[src/rtl/hazard_ctrl.sv]
// Pipeline hazard control for the five-stage RV32I core: stall/flush enables,
// E-stage forwarding selects and multi-cycle divide sequencing.
module hazard_ctrl #(
  parameter int DIV_LATENCY = 4,
  parameter int REG_AW      = 5
) (
  input  logic              clk,
  input  logic              reset,
  input  logic              valid_d,
  input  logic [REG_AW-1:0] rs1_d,
  input  logic [REG_AW-1:0] rs2_d,
  input  logic [REG_AW-1:0] rd_d,
  input  logic              reg_write_d,
  input  logic              load_d,
  input  logic              pc_src_e,
  input  logic              div_e,
  output logic              stall_f,
  output logic              stall_d,
  output logic              flush_d,
  output logic              stall_e,
  output logic              flush_e,
  output logic              flush_m,
  output logic [1:0]        fwd_a_e,
  output logic [1:0]        fwd_b_e
);

  typedef struct packed {
    logic              valid;
    logic [REG_AW-1:0] rd;
    logic              reg_write;
    logic              load;
  } slot_t;

  typedef enum logic {IDLE = 1'b0, BUSY = 1'b1} div_state_e;

  localparam logic [2:0] LAST_CNT  = 3'(DIV_LATENCY - 1);
  localparam logic       MULTI_DIV = (DIV_LATENCY > 1);
  localparam slot_t      BUBBLE    = '0;

  slot_t             e_q, e_d, m_q, m_d, w_q, w_d;
  logic [REG_AW-1:0] rs1_e_q, rs1_e_d, rs2_e_q, rs2_e_d;
  div_state_e        state_q, state_d;
  logic [2:0]        cnt_q, cnt_d;

  logic div_start, div_busy, lu, br;

  // The load flag only matters in E; M and W carry it for completeness.
  logic unused_load;
  assign unused_load = m_q.load ^ w_q.load;

  function automatic logic [1:0] fwd_sel(input logic [REG_AW-1:0] rs,
                                         input slot_t m, input slot_t w);
    if (m.valid && m.reg_write && (m.rd != '0) && (m.rd == rs))
      return 2'b10;
    else if (w.valid && w.reg_write && (w.rd != '0) && (w.rd == rs))
      return 2'b01;
    else
      return 2'b00;
  endfunction

  always_comb begin
    div_start = (state_q == IDLE) && e_q.valid && div_e && MULTI_DIV;
    div_busy  = div_start || ((state_q == BUSY) && (cnt_q < LAST_CNT));
    lu = valid_d && e_q.valid && e_q.load && (e_q.rd != '0) &&
         ((e_q.rd == rs1_d) || (e_q.rd == rs2_d));
    br = pc_src_e && e_q.valid && !div_busy;
  end

  always_comb begin
    state_d = state_q;
    cnt_d   = cnt_q;
    case (state_q)
      IDLE: if (div_start) begin
        state_d = BUSY;
        cnt_d   = 3'd1;
      end
      BUSY: if (cnt_q == LAST_CNT) begin
        state_d = IDLE;
        cnt_d   = 3'd0;
      end else begin
        cnt_d = cnt_q + 3'd1;
      end
      default: begin
        state_d = IDLE;
        cnt_d   = 3'd0;
      end
    endcase
  end

  // A divide freezes E and drains a bubble into M; branch/load-use kill E.
  always_comb begin
    e_d     = {valid_d, rd_d, reg_write_d, load_d};
    rs1_e_d = rs1_d;
    rs2_e_d = rs2_d;
    m_d     = e_q;
    w_d     = m_q;
    if (div_busy) begin
      e_d     = e_q;
      rs1_e_d = rs1_e_q;
      rs2_e_d = rs2_e_q;
      m_d     = BUBBLE;
    end else if (br || lu) begin
      e_d     = BUBBLE;
      rs1_e_d = '0;
      rs2_e_d = '0;
    end
  end

  always_comb begin
    stall_f = 1'b0;
    stall_d = 1'b0;
    flush_d = 1'b0;
    stall_e = 1'b0;
    flush_e = 1'b0;
    flush_m = 1'b0;
    fwd_a_e = 2'b00;
    fwd_b_e = 2'b00;
    if (reset) begin
      fwd_a_e = fwd_sel(rs1_e_q, m_q, w_q);
      fwd_b_e = fwd_sel(rs2_e_q, m_q, w_q);
      if (div_busy) begin
        stall_f = 1'b1;
        stall_d = 1'b1;
        stall_e = 1'b1;
        flush_m = 1'b1;
      end else if (br) begin
        flush_d = 1'b1;
        flush_e = 1'b1;
      end else if (lu) begin
        stall_f = 1'b1;
        stall_d = 1'b1;
        flush_e = 1'b1;
      end
    end
  end

  always_ff @(posedge clk or negedge reset) begin
    if (!reset) begin
      e_q     <= BUBBLE;
      m_q     <= BUBBLE;
      w_q     <= BUBBLE;
      rs1_e_q <= '0;
      rs2_e_q <= '0;
      state_q <= IDLE;
      cnt_q   <= 3'd0;
    end else begin
      e_q     <= e_d;
      m_q     <= m_d;
      w_q     <= w_d;
      rs1_e_q <= rs1_e_d;
      rs2_e_q <= rs2_e_d;
      state_q <= state_d;
      cnt_q   <= cnt_d;
    end
  end

endmodule

[config.mk]
export PLATFORM = sky130hd
export DESIGN_NAME = hazard_ctrl
export DESIGN_NICKNAME = d
export VERILOG_FILES = /design/src/rtl/hazard_ctrl.sv
export SDC_FILE = /design/constraint.sdc
export NUM_CORES = 1
export LEC_CHECK = 0
export BUFFER_PORTS_ARGS = -buffer_cell sky130_fd_sc_hd__buf_2
export CORE_ASPECT_RATIO = 0.75
export CORE_UTILIZATION = 35
export CTS_CLUSTER_SIZE = 8
export DETAILED_ROUTE_END_ITERATION = 8
export GPL_TIMING_DRIVEN = 0
export RECOVER_POWER = 100
export SLEW_MARGIN = 20
export SYNTH_ARGS = -nofsm -noshare
export SYNTH_HDL_FRONTEND = slang
export SYNTH_SLANG_ARGS = --single-unit
[constraint.sdc]
create_clock -name clk -period 3.63 [get_ports clk]
set_input_delay 0.5445 -clock clk [delete_from_list [all_inputs] [get_ports clk]]
set_output_delay 0.5445 -clock clk [all_outputs]
set_load 0.01 [all_outputs]
# Yosys cells after proc, flatten, opt, wreduce, memory -nomap -nowiden
# Index checks and enable logic that the tools add are counted.
# Widths: inputs -> output; s select.
# op_classes
reduce_logical	24
mux	28
bitwise_logic	1
n_eq_ne	8
magnitude_cmp	1
n_addsub	1
# op_table
operator	count
$eq 5x5->1	6
$logic_and 1x1->1	17
$mux 1	16
$mux 8	2
$reduce_bool 5->1	3
$mux 5	2
$mux 2	4
$mux 3	2
$pmux 3 s2	1
$add 3x1->3 const B	1
$eq 3x2->1 const B	1
$logic_or 1x1->1	3
$lt 3x2->1 const B	1
$ne 2x2->1 const B	1
$pmux 1 s2	1
$logic_not 1->1	1
$not 1->1	1
# totals
word_cells	77
input_bits	22
reg_bits	36
out_inout_bits	10

# Logic depth before layout (Yosys ltp)
# logic_depth
ltp_word	9
ltp_mapped	6
depth_no_buf	4

# Worst setup path after synthesis
# No wires, ideal clock.
# synth_timing
path_kind	flip-flop to output port
startpoint	reg e_q[3] (netlist bit)
endpoint	out stall_f
arrival_ps	1691
path_buffers	2
path_stages_with_launch	7
slack_ps	1395
required_time_ps	3086
cell_sequence	dfrtp_1 or4_1 o2111ai_2 buf_6 nor2_1 a21o_1 buf_4
# synth_via
elab_chain_len	7
elab_cells_between_ends	10
cone_classes	eq/ne: 2; mux: 4; reduce/logical: 4
# synth_rtl
element	line_no	source
from (decl)	40	slot_t e_q, e_d, m_q, m_d, w_q, w_d;
from (signal assigned)	139	e_q <= BUBBLE;
from (signal assigned)	147	e_q <= e_d;
$eq 5x5->1 / $reduce_bool 5->1 (equally long branches)	65, 64	
$logic_or 1x1->1 / $logic_and 1x1->1 (equally long branches)	65, 64	
$logic_and 1x1->1 *	64	lu = valid_d && e_q.valid && e_q.load && (e_q.rd != '0) &&
$mux 1 * (4 in a row)	-	
to (decl)	17	output logic stall_f,
# Mark *: on every way between the ends. The rest lies on a longest branch, timed or not.

# Final worst setup path
# layout_timing
startpoint	reg e_q[3] (netlist bit)
endpoint	out stall_f
# layout_via
elab_chain_len	7
elab_cells_between_ends	10
cone_classes	eq/ne: 2; mux: 4; reduce/logical: 4
# layout_rtl
element	line_no	source
$eq 5x5->1 / $reduce_bool 5->1 (equally long branches)	65, 64	
$logic_or 1x1->1 / $logic_and 1x1->1 (equally long branches)	65, 64	
$logic_and 1x1->1 *	64	
$mux 1 *	129	end else if (lu) begin
$mux 1 *	126	end else if (br) begin
$mux 1 *	121	if (div_busy) begin
$mux 1 *	118	if (reset) begin
# Marked as above.

==> run_results.csv <==
group,metric,value,unit
logic_synthesis,synth.most_common_cell,"dfrtp_1",
power_and_ir_drop,comb_power_share,46.1,%
clocking,cts_root_buffer,"clkbuf_8",
place,hpwlAfterDp,3538,µm
drt,drc,0,
worst_setup_path,r2r_start,"e_q[7]$_DFFE_PN0N_",
floorplan,start_util,36.81,%
place,placed_cells,318,
logic_synthesis,synth-seq-cells,36,
drt,drt_first_iter_violations,69,
clocking,htreeDepth,2,
clocking,cts_resized,0,
clocking,cts_buffer_depth,2,
global_routing,busiest_layer,"met1",
sta,tightest_slew,0.9021,ns
clocking,cts_buffers,5,
floorplan,rows,23,
floorplan,core_area,0.005439,mm²
clocking,holdBufCountCts,0,
drt,routedWlPerCell,15.05,µm
sta,fin_setup_tns,0,ns
floorplan,io_pins,32,
logic_synthesis,synth_edf_count,0,
logic_synthesis,syn_area_per_cell,9.443,µm²
sta,slew_violations,0,
sta,fin_skew,0.007658,ns
power_and_ir_drop,seq_power_share,37.6,%
logic_synthesis,ys.flop_type,"dfrtp_1",
drt,drt_first_pass_iters,4,
place,gp_congestion,0.7857,
power_and_ir_drop,clockPowerShare,16.3,%
job,cap_violations,0,
power_and_ir_drop,p_int,1.260,mW
global_routing,gr-total-overflow,0,
global_routing,grt_max_degree,43,
cells_and_area,num_antenna_cells,0,
clocking,cts_setup_buffers,0,
power_and_ir_drop,irDropWorstVdd,0.0004985,V
worst_setup_path,start_kind,"register",
power_and_ir_drop,p_per_area,952.9,mW/mm²
worst_setup_path,path_max_fanout,10,
logic_synthesis,ys_warn_count,0,
global_routing,use_met3,4.279,%
worst_setup_path,worstSetupPathType,"reg2out",
worst_setup_path,critPathCaptureType,"primary output",
global_routing,grt_pass1_wl,8404,µm
place,portBuffers,31,
cells_and_area,nNetsFinal,273,
sta,finalCritPeriodShare,84.79,%
worst_setup_path,critPathRequiredTime,3.09,ns
drt,via_count,1673,
worst_setup_path,startpoint,"e_q[3]$_DFFE_PN0N_",
cells_and_area,drive_gt1_share,15.54,%
logic_synthesis,netlist_area,0.002002,mm²
sta,fmax,0.3249,GHz
sta,hold_viol_final,0,
global_routing,grt_use_met1,28.50,%
hold_path,hp-class,"in2async",
power_and_ir_drop,p_sw_share,43.36,%
logic_synthesis,synth.distinct_cells,33,
cells_and_area,fin_cells,326,
cells_and_area,syn2layout_area_growth,16.63,%
floorplan,die_w,89.33,µm
run_status,outcome,"finished clean",
sta,relSlewSlack,39.86,%
cells_and_area,nFillCells,556,
logic_synthesis,synthCells,212,
drt,ant_nets,0,
global_routing,grt_use_met2,27.29,%
logic_synthesis,ys_seq_area_share,45.00,%
logic_synthesis,async_flop_share,100.0,%
clocking,clock_sinks,36,
sta,setup_viol,0,
sta,rsz0062_at_grt,"no",
clocking,cts_tree,"done",
clocking,clk_latency,0.30,ns
logic_synthesis,syn-num-nets,235,
logic_synthesis,ys_top_cells_by_count,"dfrtp_1 (36), nand2_1 (28), nand3_1 (23)",
logic_synthesis,yosys-top-cells-area,"dfrtp_1 (45%), xnor2_1 (8.8%), o211ai_1 (6.8%), nand3_1 (5.8%), nand4_1 (5.3%)",
floorplan,die_area,0.006029,mm²
worst_setup_path,cp.arrival,2.53,ns
logic_synthesis,synth_top_area_cell,"dfrtp_1",
global_routing,antenna_found_initial,0,
sta,final.min_clock_period,3.078,ns
drt,viasPerCell,5.132,
power_and_ir_drop,p_sw,964.8,µW
global_routing,grt_use_total,19.03,%
logic_synthesis,synth_top_area_share,45.00,%
global_routing,grt_pass1_vias,1618,
floorplan,dieHeight,67.50,µm
drt,wl,4906,µm
power_and_ir_drop,leakage,0.9721,nW
clocking,clkTransAtPathRegs,0.08,ns
path summary, 6_finish.rpt:
check                                              end  slack (ns)  cells after the start
max in group asynchronous             m_q[4]$_DFF_PN0_        2.70                      1
worst min register to register        w_q[7]$_DFF_PN0_        0.38                      0
min in group clk                      w_q[7]$_DFF_PN0_        0.38                      0
worst min-delay path            rs2_e_q[4]$_DFFE_PN0N_        0.38                      1
worst max-delay path                           stall_f        0.55                      7
worst max register to register      e_q[4]$_DFFE_PN0N_        1.54                      5
cell type report:
class	count	area [µm²]	share of cell area (%)
multi-input cells	159	1005	43.03
flip-flops and latches	36	900.9	38.59
repair buffers	31	146.4	6.270
well taps	75	93.84	4.019
plain buffers	16	73.82	3.162
clock buffers	5	68.82	2.947
clock inverters	3	42.54	1.822
inverters	1	3.754	0.1608
power groups by stage:
| stage | Sequential [mW] | Clock [mW] | Combinational [mW] |
|---|---|---|---|
| 3_5_place_dp | 0.850 | 0 | 1.05 |
| 2_1_floorplan | 0.769 | 0 | 0.829 |
| 4_1_cts | 0.842 | 0.371 | 1.05 |
| 5_1_grt | 0.866 | 0.391 | 1.16 |
| 3_3_place_gp | 0.843 | 0 | 1.03 |
| 6_report | 0.836 | 0.363 | 1.03 |
sequential cells by signal, summed over array words and instances, names as in the netlist:
signal	flops
m_q	7
state_q	1
cnt_q	3
rs1_e_q	5
e_q	8
w_q	7
rs2_e_q	5
cell usage in the layout, fill, tap and decap left out, types with 2 or more instances in the layout:
cell        n
buf_2      26
xnor2_1    20
buf_4       3
o211ai_1   18
dfrtp_1    36
nand4_1    17
clkbuf_8    5
a21oi_1     2
nand2_1    28
nor2_1      5
o21ai_0     2
nor3_1      5
nand3_1    23
clkbuf_1   18
and2_0      7
a21o_1      3
o2111ai_1   2
nor4_1      2
or4_1       3
and2_1      2
xor2_1     10
critical path, stage by stage, from the launching register on:
cell       delay, ns
dfrtp_1         0.47
or4_1           0.57
o2111ai_1       0.24
clkbuf_1        0.40
nor2_1          0.10
a21o_1          0.21
buf_4           0.13
clkbuf_1        0.12
logic make-up (layout without fill, tap and decap cells):
logic type | count (synthesis) | count (layout) | synth area share, %
compound gates | 30 | 30 | 11.62
xor+xnor | 30 | 30 | 13.12
fa+ha+maj | 1 | 1 | 0.6249
buf+inv | 17 | 56 | 4.312
flops | 36 | 36 | 45.00
mux | 1 | 1 | 0.5000
simple gates | 97 | 97 | 24.81
per-stage QoR:
stage	hold slack (ns)	power, mW	utilization [%]	worst slack [ns]	cell area, µm²
after global routing	0.4046	2.418	42.93	0.3908	2335
after CTS	0.3857	2.261	43.43	0.8325	2362
final	0.3760	2.225	42.93	0.5521	2335
after floorplan	0.2489	1.598	-	1.395	2002
after detailed placement	0.3689	1.896	41.38	1.076	2251
after global placement	0.3645	1.873	41.38	1.118	2251
routing by layer:
metal	vias to the layer above	share of wire, %
met3	5	4.1
met2	44	44
met4	0	0.86
met5	-	0
met1	785	51
li1	839	-
Power figures use the tool's default switching activity.
